File: src/rtl/uart_tx_buffer.sv
// -----------------------------------------------------------------------------
// uart_tx_buffer
//
// Byte FIFO plus launch controller placed directly in front of the uart
// transmitter. The host pushes bytes at up to one per clock; the controller
// drains them one at a time into the transmitter's tx_data_in/start inputs and
// paces launches with tx_active/done_tx, so frames go out back-to-back.
//
// Optional feature macro: UART_TXBUF_OVF_EN
//   When defined, adds a sticky overflow flag (ovf) and its clear (ovf_clr).
//   When undefined, pushes into a full FIFO are dropped silently.
//
// Ports:
//   clk         in   system clock, all state on the rising edge
//   rst         in   asynchronous active-high reset
//   wr_en       in   push request
//   wr_data     in   byte to push
//   full        out  FIFO holds DEPTH entries (registered)
//   empty       out  FIFO holds 0 entries (registered)
//   count       out  occupancy 0..DEPTH (registered)
//   tx_data_in  out  byte to the transmitter, held from pop to next pop
//   start       out  launch request, held until tx_active is seen
//   tx_active   in   transmitter is sending a frame
//   done_tx     in   one-cycle pulse at end of frame
//   ovf_clr     in   clears ovf               (UART_TXBUF_OVF_EN only)
//   ovf         out  sticky overflow flag    (UART_TXBUF_OVF_EN only)
// -----------------------------------------------------------------------------
module uart_tx_buffer #(
  parameter  int DEPTH  = 16,
  localparam int ADDR_W = $clog2(DEPTH)
) (
  input  logic              clk,
  input  logic              rst,
  input  logic              wr_en,
  input  logic [7:0]        wr_data,
  output logic              full,
  output logic              empty,
  output logic [ADDR_W:0]   count,
  output logic [7:0]        tx_data_in,
  output logic              start,
  input  logic              tx_active,
  input  logic              done_tx
`ifdef UART_TXBUF_OVF_EN
  ,
  input  logic              ovf_clr,
  output logic              ovf
`endif
);

  localparam logic [ADDR_W:0]   CNT_ONE  = 1;
  localparam logic [ADDR_W:0]   CNT_FULL = DEPTH[ADDR_W:0];
  localparam logic [ADDR_W-1:0] PTR_ONE  = 1;

  typedef enum logic [1:0] {
    S_IDLE,
    S_LAUNCH,
    S_WAIT_DONE,
    S_GAP
  } state_t;

  state_t              r_state;
  logic [7:0]          r_mem [DEPTH];
  logic [ADDR_W-1:0]   r_wr_ptr;
  logic [ADDR_W-1:0]   r_rd_ptr;
  logic [ADDR_W:0]     r_count;
  logic                r_full;
  logic                r_empty;
  logic                r_start;
  logic [7:0]          r_tx_data;

  logic                w_push;
  logic                w_pop;
  logic [ADDR_W:0]     w_count_nxt;

  // A push is judged against the registered full flag, so a pop in the same
  // cycle never rescues a push into a full FIFO.
  assign w_push = wr_en & ~r_full;
  // The controller only pops from IDLE, and only when the transmitter is quiet.
  assign w_pop  = (r_state == S_IDLE) & ~r_empty & ~tx_active;

  always_comb begin
    // NOTE: default assignment first so every path drives the signal and no latch is inferred.
    w_count_nxt = r_count;
    case ({w_push, w_pop})
      2'b10:   w_count_nxt = r_count + CNT_ONE;
      2'b01:   w_count_nxt = r_count - CNT_ONE;
      default: w_count_nxt = r_count;
    endcase
  end

  // NOTE: the storage array has no reset; entries are only read after being written, and leaving it unreset lets it map to plain registers/RAM.
  always_ff @(posedge clk) begin
    if (w_push) r_mem[r_wr_ptr] <= wr_data;
  end

  // NOTE: sequential state uses non-blocking assignments so every flop samples pre-edge values.
  always_ff @(posedge clk or posedge rst) begin
    if (rst) begin
      r_wr_ptr <= '0;
      r_rd_ptr <= '0;
      r_count  <= '0;
      r_full   <= 1'b0;
      r_empty  <= 1'b1;
    end else begin
      if (w_push) r_wr_ptr <= r_wr_ptr + PTR_ONE;
      if (w_pop)  r_rd_ptr <= r_rd_ptr + PTR_ONE;
      r_count <= w_count_nxt;
      r_full  <= (w_count_nxt == CNT_FULL);
      r_empty <= (w_count_nxt == '0);
    end
  end

  // Launch controller. start and tx_data_in are registered outputs of the FSM.
  always_ff @(posedge clk or posedge rst) begin
    if (rst) begin
      r_state   <= S_IDLE;
      r_start   <= 1'b0;
      r_tx_data <= 8'h00;
    end else begin
      case (r_state)
        S_IDLE: begin
          if (w_pop) begin
            r_tx_data <= r_mem[r_rd_ptr];
            r_start   <= 1'b1;
            r_state   <= S_LAUNCH;
          end
        end
        S_LAUNCH: begin
          // A frame short enough to finish before tx_active is observed
          // still ends the launch cleanly.
          if (done_tx) begin
            r_start <= 1'b0;
            r_state <= S_GAP;
          end else if (tx_active) begin
            r_start <= 1'b0;
            r_state <= S_WAIT_DONE;
          end
        end
        S_WAIT_DONE: begin
          if (done_tx) r_state <= S_GAP;
        end
        S_GAP: begin
          // One dead cycle lets the transmitter drop tx_active before the
          // next launch decision.
          r_state <= S_IDLE;
        end
        default: begin
          r_start <= 1'b0;
          r_state <= S_IDLE;
        end
      endcase
    end
  end

`ifdef UART_TXBUF_OVF_EN
  logic w_drop;
  logic r_ovf;

  assign w_drop = wr_en & r_full;

  // Set has priority over clear so a drop coinciding with a clear is not lost.
  always_ff @(posedge clk or posedge rst) begin
    if (rst)          r_ovf <= 1'b0;
    else if (w_drop)  r_ovf <= 1'b1;
    else if (ovf_clr) r_ovf <= 1'b0;
  end

  assign ovf = r_ovf;
`endif

  assign full       = r_full;
  assign empty      = r_empty;
  assign count      = r_count;
  assign start      = r_start;
  assign tx_data_in = r_tx_data;

endmodule

File: config.mk
export PLATFORM = sky130hd
export DESIGN_NAME = uart_tx_buffer
export DESIGN_NICKNAME = d
export VERILOG_FILES = /design/src/rtl/uart_tx_buffer.sv
export SDC_FILE = /design/constraint.sdc
export NUM_CORES = 1
export LEC_CHECK = 0
export ABC_AREA = 1
export CAP_MARGIN = 10
export CORE_MARGIN = 5
export CORE_UTILIZATION = 42
export CTS_CLUSTER_SIZE = 40
export DETAILED_ROUTE_END_ITERATION = 10
export PLACE_DENSITY = 0.72
export SLEW_MARGIN = 20
export SYNTH_ARGS = -nofsm -noshare
export SYNTH_HDL_FRONTEND = slang
export SYNTH_SLANG_ARGS = --single-unit
File: constraint.sdc
create_clock -name clk -period 2.4 [get_ports clk]
set_input_delay 0.24 -clock clk [delete_from_list [all_inputs] [get_ports clk]]
set_output_delay 0.24 -clock clk [all_outputs]
set_load 0.005 [all_outputs]
==> impl_results.md, run 1 <==
* Setup WS post-layout at 0.128 ns
* Share of the synthesized area in the top cell type at 0.590
* Synth-to-Final Area Change at 18.9%
* Post-Syn Area per Cell at 11.4 um2
* Flop pwr share at 0.388
* Hold Crit Class: in2async
* # DRC at 0
* Pleak at 0.00298 uW
* FFs w/ async S/R, synth at 0.169
* Vias in the first global route at 4286
* CTS tree: done
* Post-Synthesis Cell Area at 6510 um2
* Total GRT Usage at 0.156
* Final slew viol count at 0
* Pre-antenna DRT Iters at 6
* Top Usage Layer GRT: met2
* Die X at 135 um
* Total grt overflow at 0
* Setup TNS at 0 ns
* Ratio of cells with drive above 1 in the final layout at 0.142
* CTS clk-pin slew, worst paths at 0.06 ns
* Power density over the cells at 1200 nW/um2
* Die area at 18100 um2
* DR iter-0 viols at 437
* Crit. path cell count at 17
* NumNets Final at 654
* Synth Warn # at 0
* Sw frac at 0.358
* Comb power frac at 0.339
* Req. time, crit path at 2.75 ns
* Site row count at 45
* Vias at 4397
* Status: complete, no violations
* Final clock skew at 0.0184 ns
* Crit path max fanout at 6
* Net Count, Synth at 598
* Predominant post-synthesis flop cell: edfxtp_1
* Crit start category: flip-flop
* IO Pins at 29
* Reg-to-reg slack, setup at 0.13 ns
* Met1 Usage GRT at 0.189
* Clock share of power at 0.273
* CP peak stage delay at 0.40 ns
* FMAX at 440 MHz
* Top post-synthesis cells by area: edfxtp_1 (59%), dfrtp_1 (9.6%), nand2_1 (8.5%)
* Antenna Cells at 0
* RD Place Congestion at 0.822
* Rel. slew slack at 0.562
* Buffers & Inverters on Critical Path at 4
* Worst-Skew Late Latency at 0.44 ns
* Final Cycle Share at 0.947
* Root Driver: clkbuf_16
* DP Cell Count at 789
* CP max stage cell: dfrtp_1
* Reg-to-Reg Start: r_state[1]
* Die Y at 135 um
* Crit path DAT at 2.62 ns
* Drt total wl at 13600 um
* Final hold vios at 0
* Routing usage on met3 at 0.0436
* Top cell family by delay on the critical path: simple AND/OR/NAND/NOR gates
* Post-Place Setup Slack at -0.0308 ns
* Min cycle time layout at 2.27 ns
* Post-synthesis instance total at 573
* RR Endpoint: full
* Seq/Total Area, Yosys at 0.690
* Initial antenna violation count at 0
* First-pass GRT wire length at 21600 um
* Post-synth EDFFs at 128
* H-tree depth at 4
* Max-cap violations at 0
* Setup CP Type: reg2reg
* Grt met2 use at 0.268
* Fillcell total at 1270
* Cell chain of the critical path: inv_2, ha_2, inv_1, nor2_1, nand2_1, inv_2, ha_4, nand2_2, inv_2, nor2_2, ha_2, nand2_2, nand2_2, or2_1, nor2_2, nand3_2, nor2_1
* CTS Buf Count at 17
* Yosys cell types at 30
* Most common cell after layout, fill and taps aside: nand2_1
* Drt wl/cell at 16.4 um
* Port buffer count at 28
* Setup crit end kind: flip-flop
* P_int at 5950 uW
* HPWL after detailed placement at 8830 um
* Finished Layout Cells at 830
* Most frequent cells in the layout: nand2_1 (145), edfxtp_1 (128), nor2_1 (57)
* Core ar. at 15200 um2
* Synthesis-stage register bit count at 154
* Num Clock Sinks at 154
* Psw at 3320 uW
* Crit path launch: r_state[1]
* Largest net degree at the start of global routing at 66
* Endpoint of the worst setup timing path: full
* Final setup fails at 0
* Leading area contributor after synthesis: edfxtp_1
* Slew of the pin with the lowest slew margin at 0.656 ns
* CTS Buffer Depth at 2
* Initial core utilization at 0.428
* VDD IR max at 0.670 mV
* DR vias/cell at 5.30
* Antenna viol nets, final at 0
* Reg2Reg Depth at 17
==> cell type report <==
class,instances,area (um2),share of cell area
clock inverter,15,139,0.0179
inverter,30,113,0.0145
clock buffer,17,425,0.0549
timing repair buffer,61,541,0.0698
multi-input combinational,365,1790,0.232
tap,188,235,0.0304
sequential,154,4500,0.581
==> sequential cells by signal (all words and copies together) (netlist names) <==
name,flops
r_mem,128
tx_data_in,8
empty,1
r_wr_ptr,4
start,1
r_state,2
r_rd_ptr,4
count,5
full,1
==> per-stage QoR <==
| stage | hold slack (ns) | utilization | area (um2) | power [uW] |
|---|---|---|---|---|
| global placement | 0.466 | 0.466 | 7090 | 6510 |
| detailed placement | 0.472 | 0.466 | 7090 | 6650 |
| global route | 0.231 | 0.509 | 7740 | 9870 |
| floorplan | 0.279 | - | 6530 | 5700 |
| finish | 0.173 | 0.509 | 7740 | 9270 |
| CTS | 0.187 | 0.503 | 7650 | 9200 |
==> cell families (layout without fill, tap and decap cells) <==
| kind of cell | after synthesis | count (layout) | share of synthesized area |
|---|---|---|---|
| adder cells (fa/ha/maj) | 12 | 12 | 0.0230 |
| AO/OA/AOI/OAI | 84 | 84 | 0.0724 |
| flip-flops | 154 | 154 | 0.690 |
| XOR/XNOR | 7 | 7 | 0.00941 |
| buffers and inverters | 54 | 123 | 0.0400 |
| AND/OR/NAND/NOR | 262 | 262 | 0.165 |
==> cell usage after synthesis, drive strengths merged (2+ instances only) <==
master	instances
nand2	151
edfxtp	128
nor2	62
nand3	44
o21ai	41
inv	29
dfrtp	25
buf	20
a21oi	16
o22ai	13
a21boi	12
ha	12
xor2	6
clkbuf	4
nand4	3
o21a	2
==> timing repair <==
action                     in CTS  in global routing
pin swaps                       0                  8
gates resized for setup         2                 12
hold buffers                    0                  0
setup endpoints to repair       2                  2
buffers inserted                0                  9
==> power groups by stage <==
| stage | registers, uW | clock network (uW) | logic [uW] |
|---|---|---|---|
| after floorplan | 3570 | 0 | 2130 |
| after global placement | 3610 | 0 | 2900 |
| after detailed placement | 3640 | 0 | 3010 |
| after CTS | 3590 | 2570 | 3030 |
| after global routing | 3640 | 2690 | 3540 |
| final | 3600 | 2530 | 3140 |
==> how the worst min path moves through the flow <==
stage,from,endpoint,slack [ns],cells after the start
2_1_floorplan,rst,count[0],0.28,1
3_3_place_gp,tx_data_in[3],tx_data_in[3],0.47,2
3_5_place_dp,tx_data_in[3],tx_data_in[3],0.47,2
4_1_cts,rst,tx_data_in[6],0.19,2
5_1_grt,rst,r_rd_ptr[3],0.23,2
6_report,rst,r_rd_ptr[1],0.17,2
==> routing by layer <==
layer	share of wire	vias to the layer above
li1	-	2088
met5	0	-
met1	0.42	2149
met4	0.0098	0
met3	0.054	13
met2	0.52	147
Power figures use the tool's default switching activity.
==> run 2, diff against run 1 <==
- CELL_PAD_IN_SITES_DETAIL_PLACEMENT: default -> 0
- CELL_PAD_IN_SITES_GLOBAL_PLACEMENT: default -> 1
- GPL_TIMING_DRIVEN: default -> 0
- PLACE_DENSITY: 0.72 -> 0.84
==> run 2 against run 1 <==
Sequential power about the same. Final area increased by 2.0%. Non-clock buffer count rose by 2. Wire length up 12%. Clock skew down 0.0079 ns. Count of clock-buffer cells in the layout rose by 2. Via count is essentially flat. Sequential share of layout area down 1.1 points. Worst hold slack gained 0.058 ns. Final cell count up 0.24%. Critical endpoint unchanged.
==> impl_results.md, run 2 (synthesis results as in run 1) <==
* Fillcell total at 1294 (+1.9%)
* Die Y at 135 um (unchanged)
* Initial core utilization at 0.428 (unchanged)
* Die area at 18100 um2 (unchanged)
* Ratio of cells with drive above 1 in the final layout at 0.141 (-0.000440)
* P_int at 6670 uW (+12%)
* CTS tree: done
* Initial antenna violation count at 0 (unchanged)
* DR vias/cell at 5.29 (-0.15%)
* Pleak at 0.00301 uW (+1.2%)
* Final setup fails at 0 (unchanged)
* CTS Buffer Depth at 2 (unchanged)
* Endpoint of the worst setup timing path: full
* Register with the most flip-flops: r_mem
* Rel. slew slack at 0.396 (-0.166)
* Final slew viol count at 0 (unchanged)
* Synth-to-Final Area Change at 21.2%
* Root Driver: clkbuf_16
* Setup TNS at 0 ns (unchanged)
* Reg-to-Reg Start: r_state[1]
* HPWL after detailed placement at 10100 um (+14%)
* Vias in the first global route at 4417 (+3.1%)
* Site row count at 45 (unchanged)
* Final clock skew at 0.0106 ns (-0.00788 ns)
* CTS clk-pin slew, worst paths at 0.06 ns (about the same)
* Multi-input gate area at 1850 um2 (+3.3%)
* Flop pwr share at 0.354 (-0.034)
* Setup crit end kind: flip-flop
* Storage cell area at 4500 um2 (about the same)
* Pre-antenna DRT Iters at 5 (-1)
* CP max stage cell: dfrtp_1
* Hold Crit Class: in2async
* CTS Buf Count at 17 (unchanged)
* Crit path launch: r_state[1]
* FMAX at 445 MHz (+1.2%)
* Comb power frac at 0.342 (+0.003)
* NumNets Final at 656 (+0.31%)
* CP peak stage delay at 0.36 ns (-0.04 ns)
* Num Clock Sinks at 154 (unchanged)
* Most frequent cells in the layout: nand2_1 (143), edfxtp_1 (128), nor2_1 (56)
* Cell chain of the critical path: inv_2, ha_4, inv_1, nor2_1, nand2_1, clkinv_4, ha_4, nand2_2, inv_2, nor2_4, ha_4, nand2_2, nand2_2, or2_0, nor2_2, nand3_2, nor2_1
* Crit path max fanout at 4 (-2)
* Status: complete, no violations
* Psw at 3460 uW (+4.4%)
* Crit start category: flip-flop
* Final Cycle Share at 0.936 (-0.0108)
* CTS Hold Bufs at 0 (unchanged)
* Total GRT Usage at 0.180 (+0.0248)
* Sw frac at 0.342 (-0.0159)
* Core ar. at 15200 um2 (unchanged)
* Most common cell after layout, fill and taps aside: nand2_1
* Die X at 135 um (unchanged)
* IO Pins at 29 (unchanged)
* Largest net degree at the start of global routing at 27 (-59%)
* Top cell family by delay on the critical path: simple AND/OR/NAND/NOR gates
* Reg2Reg Depth at 17 (unchanged)
* Setup CP Type: reg2reg
* Final hold vios at 0 (unchanged)
* Antenna Cells at 0 (unchanged)
* Max reg flops at 128 (unchanged)
* First-pass GRT wire length at 24700 um (+15%)
* Clock share of power at 0.304 (+0.031)
* Drt wl/cell at 18.3 um (+12%)
* Max-cap violations at 0 (unchanged)
* Crit. path cell count at 17 (unchanged)
* VDD IR max at 0.474 mV (-29%)
* RR Endpoint: full
* Slew of the pin with the lowest slew margin at 0.903 ns (+0.248 ns)
* Total grt overflow at 0 (unchanged)
* Final Util at 0.519 (+0.0100)
* Crit path DAT at 2.59 ns (-0.03 ns)
* Antenna viol nets, final at 0 (unchanged)
* DR iter-0 viols at 372 (-15%)
* RD Place Congestion at 0.844 (+2.6%)
* Drt total wl at 15300 um (+12%)
* Buffers & Inverters on Critical Path at 4 (unchanged)
* Worst-Skew Late Latency at 0.42 ns (-0.02 ns)
* H-tree depth at 4 (unchanged)
* Min cycle time layout at 2.25 ns (-0.0259 ns)
* # DRC at 0 (unchanged)
* Req. time, crit path at 2.75 ns (about the same)
* Port buffer count at 28 (unchanged)
* Vias at 4401 (+0.091%)
* Reg-to-reg slack, setup at 0.15 ns (+0.03 ns)
* Power density over the cells at 1280 nW/um2 (+7.1%)
==> run 2: how the worst min path moves through the flow <==
stage / end / cells after the start / startpoint / slack (ns)
2_1_floorplan: count[0] / 1 / rst / 0.28
3_3_place_gp: tx_data_in[4] / 2 / tx_data_in[4] / 0.48
3_5_place_dp: tx_data_in[1] / 1 / tx_data_in[1] / 0.48
4_1_cts: count[4] / 2 / rst / 0.47
5_1_grt: start / 2 / rst / 0.28
6_report: tx_data_in[1] / 2 / rst / 0.23
==> run 2: metrics by stage <==
stage               setup slack, ns  hold slack [ns]  instances  power, uW  instance area, um2
global route                -0.0189            0.280        832      10800                7900
floorplan                    0.0551            0.279        573       5700                6530
global placement             -0.372            0.478        789       6740                7040
CTS                          0.0106            0.466        830      10100                7830
detailed placement           -0.412            0.481        789       6840                7040
finish                        0.154            0.231        832      10100                7900
==> run 2: area by class of cell <==
type | instances | area share
timing repair buffer | 40 | 0.0469
multi-input combinational | 365 | 0.235
buffer | 23 | 0.0181
clock buffer | 19 | 0.0548
clock inverter | 13 | 0.0314
tap | 188 | 0.0298
sequential | 154 | 0.569
inverter | 30 | 0.0149
==> run 2: layer usage <==
layer	track usage	up-vias	part of all wire
met5	0	-	0
met2	0.303	131	0.51
met3	0.0395	16	0.046
li1	-	2095	-
met1	0.236	2159	0.43
met4	0.0566	0	0.012
==> run 2: power by group through the flow <==
stage | Combinational, uW | Clock, uW | Sequential (uW)
floorplan | 2130 | 0 | 3570
global placement | 3140 | 0 | 3610
detailed placement | 3220 | 0 | 3630
CTS | 3390 | 3100 | 3580
global route | 3890 | 3220 | 3640
finish | 3460 | 3070 | 3590
==> run 2: repair_timing <==
| item | in CTS | in global routing |
|---|---|---|
| setup endpoints to repair | 4 | 3 |
| buffers inserted | 9 | 3 |
| resized for setup | 14 | 13 |
| pin swaps | 10 | 12 |
